**config.mk**
```make
export PLATFORM = sky130hd
export DESIGN_NAME = mem_lsu
export DESIGN_NICKNAME = d
export VERILOG_FILES = /design/src/rtl/mem_pkg.sv /design/src/rtl/mem_lsu_extend.sv /design/src/rtl/mem_lsu.sv
export SDC_FILE = /design/constraint.sdc
export NUM_CORES = 1
export LEC_CHECK = 0
export CORE_MARGIN = 2
export CORE_UTILIZATION = 35
export DETAILED_ROUTE_END_ITERATION = 7
export PLACE_DENSITY_LB_ADDON = 0.25
export SLEW_MARGIN = 20
export SYNTH_ARGS = -nofsm -noshare
export SYNTH_HDL_FRONTEND = slang
export SYNTH_SLANG_ARGS = --single-unit
```
**constraint.sdc**
```tcl
create_clock -name clk -period 8.2 [get_ports clk]
set_clock_uncertainty 0.15 [all_clocks]
set_input_delay 1.23 -clock clk [delete_from_list [all_inputs] [get_ports clk]]
set_output_delay 1.23 -clock clk [all_outputs]
set_load 0.02 [all_outputs]
```
**src/rtl/mem_pkg.sv**
```systemverilog
// ---------------------------------------------------------------------------
// mem_pkg -- definitions shared by the load/store unit and the memory model.
//
// Contents:
//   MEM_BYTES_DEFAULT   default size of the byte-addressable memory
//   BYTE/HALF_WORD/WORD access-size encodings on req_size / mem_size
//   IDLE/ACCESS/SPLIT/RESP  load/store unit FSM state encoding
//   size_nbytes()       number of bytes touched by an access size
//   size_misaligned()   alignment test for an access size and address
// ---------------------------------------------------------------------------
package mem_pkg;

    localparam int MEM_BYTES_DEFAULT = 128;

    localparam logic [1:0] BYTE      = 2'b00;
    localparam logic [1:0] HALF_WORD = 2'b01;
    localparam logic [1:0] WORD      = 2'b10;

    localparam logic [1:0] IDLE   = 2'd0;
    localparam logic [1:0] ACCESS = 2'd1;
    localparam logic [1:0] SPLIT  = 2'd2;
    localparam logic [1:0] RESP   = 2'd3;

    // The illegal encoding 11 reports one byte; it is rejected separately.
    function automatic logic [2:0] size_nbytes(input logic [1:0] size);
        case (size)
            HALF_WORD: size_nbytes = 3'd2;
            WORD:      size_nbytes = 3'd4;
            default:   size_nbytes = 3'd1;
        endcase
    endfunction

    function automatic logic size_misaligned(input logic [1:0] size,
                                             input logic [1:0] addr_lo);
        case (size)
            HALF_WORD: size_misaligned = addr_lo[0];
            WORD:      size_misaligned = (addr_lo != 2'b00);
            default:   size_misaligned = 1'b0;
        endcase
    endfunction

endpackage

```
**src/rtl/mem_lsu_extend.sv**
```systemverilog
// ---------------------------------------------------------------------------
// mem_lsu_extend -- sign/zero extension of a little-endian assembled load.
//
// Ports:
//   data    in  32  assembled bytes, byte 0 in data[7:0]
//   size    in  2   access size (BYTE/HALF_WORD/WORD)
//   sext    in  1   1 = sign-extend, 0 = zero-extend
//   result  out 32  extended load value
// ---------------------------------------------------------------------------
module mem_lsu_extend
    import mem_pkg::*;
(
    input  logic [31:0] data,
    input  logic [1:0]  size,
    input  logic        sext,
    output logic [31:0] result
);

    always_comb begin
        case (size)
            BYTE:      result = {{24{sext & data[7]}}, data[7:0]};
            HALF_WORD: result = {{16{sext & data[15]}}, data[15:0]};
            default:   result = data;
        endcase
    end

endmodule

```
**src/rtl/mem_lsu.sv**
```systemverilog
// ---------------------------------------------------------------------------
// mem_lsu -- single-outstanding load/store unit in front of a byte memory
// with combinational read and falling-edge write.
//
// Build option: define LSU_MISALIGN_SPLIT_EN to execute misaligned half/word
// accesses as a sequence of byte accesses; otherwise they are rejected.
//
// Ports:
//   clk, rst (async, active-high)
//   req_valid/req_ready handshake; req_addr, req_wdata, req_we,
//     req_size (10 word, 01 half, 00 byte), req_sext
//   resp_valid (one-cycle pulse), resp_rdata, resp_err
//   mem_address, mem_data_in, mem_wr_en, mem_size, mem_sz_ex  -> memory
//   mem_data_out                                             <- memory
// ---------------------------------------------------------------------------
module mem_lsu
    import mem_pkg::*;
#(
    parameter int MEM_BYTES = MEM_BYTES_DEFAULT
)
(
    input  logic        clk,
    input  logic        rst,
    input  logic        req_valid,
    output logic        req_ready,
    input  logic [31:0] req_addr,
    input  logic [31:0] req_wdata,
    input  logic        req_we,
    input  logic [1:0]  req_size,
    input  logic        req_sext,
    output logic        resp_valid,
    output logic [31:0] resp_rdata,
    output logic        resp_err,
    output logic [31:0] mem_address,
    output logic [31:0] mem_data_in,
    output logic        mem_wr_en,
    output logic [1:0]  mem_size,
    output logic        mem_sz_ex,
    input  logic [31:0] mem_data_out
);

`ifdef LSU_MISALIGN_SPLIT_EN
    localparam bit SPLIT_EN = 1'b1;
`else
    localparam bit SPLIT_EN = 1'b0;
`endif

    logic [1:0]  state;
    logic [1:0]  cnt;
    logic        err_r;

    logic [31:0] addr_p0;
    logic [31:0] wdata_p0;
    logic        we_p0;
    logic [1:0]  size_p0;
    logic        sext_p0;
    logic [31:0] asm_p1;
    logic [31:0] result_p1;

    logic        accept;
    logic [32:0] req_last;
    logic        req_reject;
    logic        req_misaligned;
    logic        split_last;
    logic [31:0] asm_nxt;
    logic [31:0] ext_data;

    assign req_ready = (state == IDLE) && !rst;
    assign accept    = req_valid && req_ready;

    // Last byte touched, in 33 bits so an address near 2^32 cannot wrap
    // around and slip under the memory size.
    assign req_last       = {1'b0, req_addr} + {30'b0, size_nbytes(req_size)} - 33'd1;
    assign req_misaligned = size_misaligned(req_size, req_addr[1:0]);
    assign req_reject     = (req_size == 2'b11)
                          || (req_last >= 33'(MEM_BYTES))
                          || (req_misaligned && !SPLIT_EN);

    // Split sequences are only ever half (2 bytes) or word (4 bytes).
    assign split_last = (cnt == ((size_p0 == WORD) ? 2'd3 : 2'd1));

    always_comb begin
        asm_nxt = asm_p1;
        asm_nxt[{cnt, 3'b000} +: 8] = mem_data_out[7:0];
    end

    mem_lsu_extend u_extend (
        .data   (asm_nxt),
        .size   (size_p0),
        .sext   (sext_p0),
        .result (ext_data)
    );

    always_ff @(posedge clk or posedge rst) begin
        if (rst) begin
            state <= IDLE;
            cnt   <= 2'd0;
            err_r <= 1'b0;
        end else begin
            case (state)
                IDLE: begin
                    if (accept) begin
                        err_r <= req_reject;
                        cnt   <= 2'd0;
                        if (req_reject)          state <= RESP;
                        else if (req_misaligned) state <= SPLIT;
                        else                     state <= ACCESS;
                    end
                end
                ACCESS: state <= RESP;
                SPLIT: begin
                    cnt <= cnt + 2'd1;
                    if (split_last) state <= RESP;
                end
                default: begin
                    state <= IDLE;
                    err_r <= 1'b0;
                end
            endcase
        end
    end

    // Stage 0: request capture.  Stage 1: load result capture.
    always_ff @(posedge clk) begin
        if (accept) begin
            addr_p0  <= req_addr;
            wdata_p0 <= req_wdata;
            we_p0    <= req_we;
            size_p0  <= req_size;
            sext_p0  <= req_sext;
        end
        case (state)
            ACCESS: result_p1 <= we_p0 ? 32'd0 : mem_data_out;
            SPLIT: begin
                asm_p1 <= asm_nxt;
                if (split_last) result_p1 <= we_p0 ? 32'd0 : ext_data;
            end
            default: ;
        endcase
    end

    // Memory port is quiet outside ACCESS/SPLIT so the falling-edge write
    // can only land inside an active access; reset forces IDLE at once.
    always_comb begin
        mem_address = 32'd0;
        mem_data_in = 32'd0;
        mem_wr_en   = 1'b0;
        mem_size    = BYTE;
        mem_sz_ex   = 1'b0;
        case (state)
            ACCESS: begin
                mem_address = addr_p0;
                mem_data_in = wdata_p0;
                mem_wr_en   = we_p0;
                mem_size    = size_p0;
                mem_sz_ex   = sext_p0;
            end
            SPLIT: begin
                mem_address = addr_p0 + {30'b0, cnt};
                mem_data_in = {24'b0, wdata_p0[{cnt, 3'b000} +: 8]};
                mem_wr_en   = we_p0;
            end
            default: ;
        endcase
    end

    assign resp_valid = (state == RESP);
    assign resp_err   = resp_valid && err_r;
    assign resp_rdata = (resp_valid && !err_r) ? result_p1 : 32'd0;

endmodule
```
==> flow_summary.toml <==
[sta]
rsz0062_at_grt = "no"
finalCriticalPeriod_ps = 5571
slew_violations = 0
max_freq_mhz = 179.5
fin_crit_sh = 0.6793
finalSetupViolCount = 0
hold_violations = 0
tightest_slew_ps = 1127
setup_tns_ps = 0
relSlewSlack = 0.2488

[power]
power.leakage_nw = 4.645
power_density_mw_per_mm2 = 299.3
p_total_mw = 3.645
vdd_ir_drop_max_v = 0.0001543

[logic_synthesis]
synth_compound_area_frac = 0.1860
syn_area_sq_mm = 0.009223
yosysMostFrequentCell = "edfxtp_1"
ys_async_sr_fraction = 0.03650
synthDistinctLibCells = 72
synth_top_area_share = 0.4298
synth_xor_area_frac = 0.01330
synth_area_leaders = "edfxtp_1, ha_1, nand2_1"
synth_fa_ha_area_frac = 0.07353
synthSimpleGateAreaFrac = 0.2111
synth_warnings = 0
yosysSeqAreaShare = 0.4434
avgSynthCellArea_sq_um = 9.382
synthTopCellsByCount = "edfxtp_1, nand2_1, a21oi_1"
synth_edf_count = 132
netlist_instances = 983
synth_top_family_by_area = "simple AND/OR/NAND/NOR gates"
ys_ff_latch = 137
ys_dominant_reg_cell = "edfxtp_1"
synthMuxAreaShare = 0.02184
yosysTopAreaCell = "edfxtp_1"
synth_fp_nets = 1139

[detailed_routing]
routed_wirelength_um = 27700
dr.pass1.iters = 6
drt-initial-drc-count = 503
drc_errors = 0
antenna_left = 0
avgViaCountPerCell = 5.325
drt-wirelength-per-cell_um = 18.28
num_vias = 8067

[grt]
grt_pass1_wl_um = 42980
first_global_vias = 7496
grt_max_degree = 71
grt_overflow = 0
antenna_found_initial = 0
grt_use_total = 0.1957

[final_layout]
drive_gt1_frac = 0.06102
multiInputGateArea_sq_mm = 0.004674
nNetsFinal = 1323
diodes = 0
fillerInstances = 2479
register_area_sq_mm = 0.004089
area_delta_synth_final_pct = 32.03

[critical_path]
startpoint_type = "register"
crit_slowest_cell = "dfrtp_1"
path_cells = "ha_1 -> fa_1 -> nand3_2 -> or3_4 -> nor4_4 -> and3_1 -> and3_1 -> nand3_1 -> xor2_1 -> o21ai_1 -> clkdlybuf4s50_1"
r2r-start = "cnt[0]"
end_kind = "output port"
crit_path_max_incr_delay_ps = 860
critPathMaxFanout = 18
required_ps = 6820
critPathMostFrequentCell = "and3_1"
crit_arrival_ps = 4190
critPathKind = "register to output port"
crit_start = "cnt[0]"

[cts]
clk_latency_ps = 430
cts_buffers = 17
cts_setup_buffers = 0
htree_levels = 4
postCtsHoldBufs = 0
path_clk_slew_ps = 70
cts_tree = "yes"
clock-sinks = 137
cts_root_buffer = "clkbuf_16"
ctsLongestPathBuffers = 2
cts_resized = 0

[die]
fp.dieH_um = 166.3
core_area_sq_mm = 0.02598
die_x_um = 166.3
io-pin-count = 206
initial_utilization = 0.3549
dieArea_sq_mm = 0.02766
row_count = 59

[placement]
place.gp.congestion = 0.8690
io_buffers = 205
dp_hpwl_um = 20760

[run]
maxCapViolCount = 0

[worst_hold_path]
min_path_type = "register to register"
hold_path_startpoint = "asm_p1[29]"

[outcome]
status = "finished clean"
## report_power, final
group / switching [mW] / internal, mW
registers: 0.0796 / 1.00
clock network: 0.344 / 0.462
logic: 1.02 / 0.736
total: 1.45 / 2.20
## logic make-up (layout without fill, tap and decap cells)
| kind of cell | count (synthesis) | after routing |
|---|---|---|
| AND/OR/NAND/NOR | 384 | 384 |
| XOR/XNOR | 14 | 14 |
| multiplexers | 10 | 10 |
| buffers and inverters | 120 | 317 |
| flip-flops | 137 | 137 |
| adder cells (fa/ha/maj) | 53 | 53 |
| AO/OA/AOI/OAI | 265 | 265 |
## cell usage in the layout (no fill, tap or decap), types with 5 or more instances in the layout
cell type	count
clkdlybuf4s50_1	205
edfxtp_1	132
nand2_1	126
a21oi_1	72
inv_1	71
nor2_1	67
o21ai_0	56
ha_1	50
and2_1	41
and3_1	33
nand2b_1	27
a31oi_1	21
clkbuf_16	17
nor3_1	16
nand4_1	15
nand3_1	15
a22o_1	14
o21ai_1	12
o31ai_1	11
o211ai_1	10
xor2_1	9
a21o_1	8
mux4_2	8
o21a_1	7
a311oi_1	7
buf_4	7
or3_1	6
a211oi_1	6
a21oi_2	5
xnor2_1	5
o2111ai_1	5
nor2b_1	5
inv_6	5
dfrtp_1	5
## through the flow
step	utilization	cells	worst slack (ps)	instance area (sq um)	hold slack [ps]
final	0.4686	1515	2629	12180	403.6
after global placement	0.4446	1482	2977	11550	384.3
after CTS	0.4679	1514	2619	12160	406.3
after floorplan	-	983	3833	9223	337.5
after global routing	0.4686	1515	2338	12180	425.7
after detailed placement	0.4446	1482	2897	11550	387.2
## cell type report
| cell class | count | share of cell area |
|---|---|---|
| multi-input cells | 726 | 0.3839 |
| well taps | 335 | 0.03442 |
| clock inverters | 15 | 0.01469 |
| flip-flops and latches | 137 | 0.3358 |
| inverters | 72 | 0.02219 |
| repair buffers | 213 | 0.1741 |
| clock buffers | 17 | 0.03494 |
## routing by layer
layer / GRT usage / wire, um
met1: 0.2660 / 12690
met2: 0.3267 / 13410
met3: 0.02502 / 1027
met4: 0.06072 / 570
met5: 0 / 0
## final timing paths
| check | depth (start not counted) | to | slack, ps |
|---|---|---|---|
| setup / recovery | 11 | mem_address[30] | 2630 |
| hold / removal | 2 | asm_p1[29] | 400 |
| setup reg to reg | 7 | result_p1[9] | 4360 |
| hold reg to reg | 2 | asm_p1[29] | 400 |
| max in group asynchronous | 2 | cnt[1] | 6810 |
| min in group asynchronous | 2 | cnt[0] | 890 |
## state kept, by name (all words and copies together), names as in the netlist
register,flops
state,2
sext_p0,1
size_p0,2
err_r,1
result_p1,32
we_p0,1
addr_p0,32
wdata_p0,32
cnt,2
asm_p1,32
## worst max-delay path, delay by kind of cell, from the launching register on
family,cells,cell delay [ps]
xor+xnor,1,150
fa+ha+maj,2,610
buf+inv,1,620
simple gates,6,1390
compound gates,1,110
flops,1,860
Power figures use the tool's default switching activity.
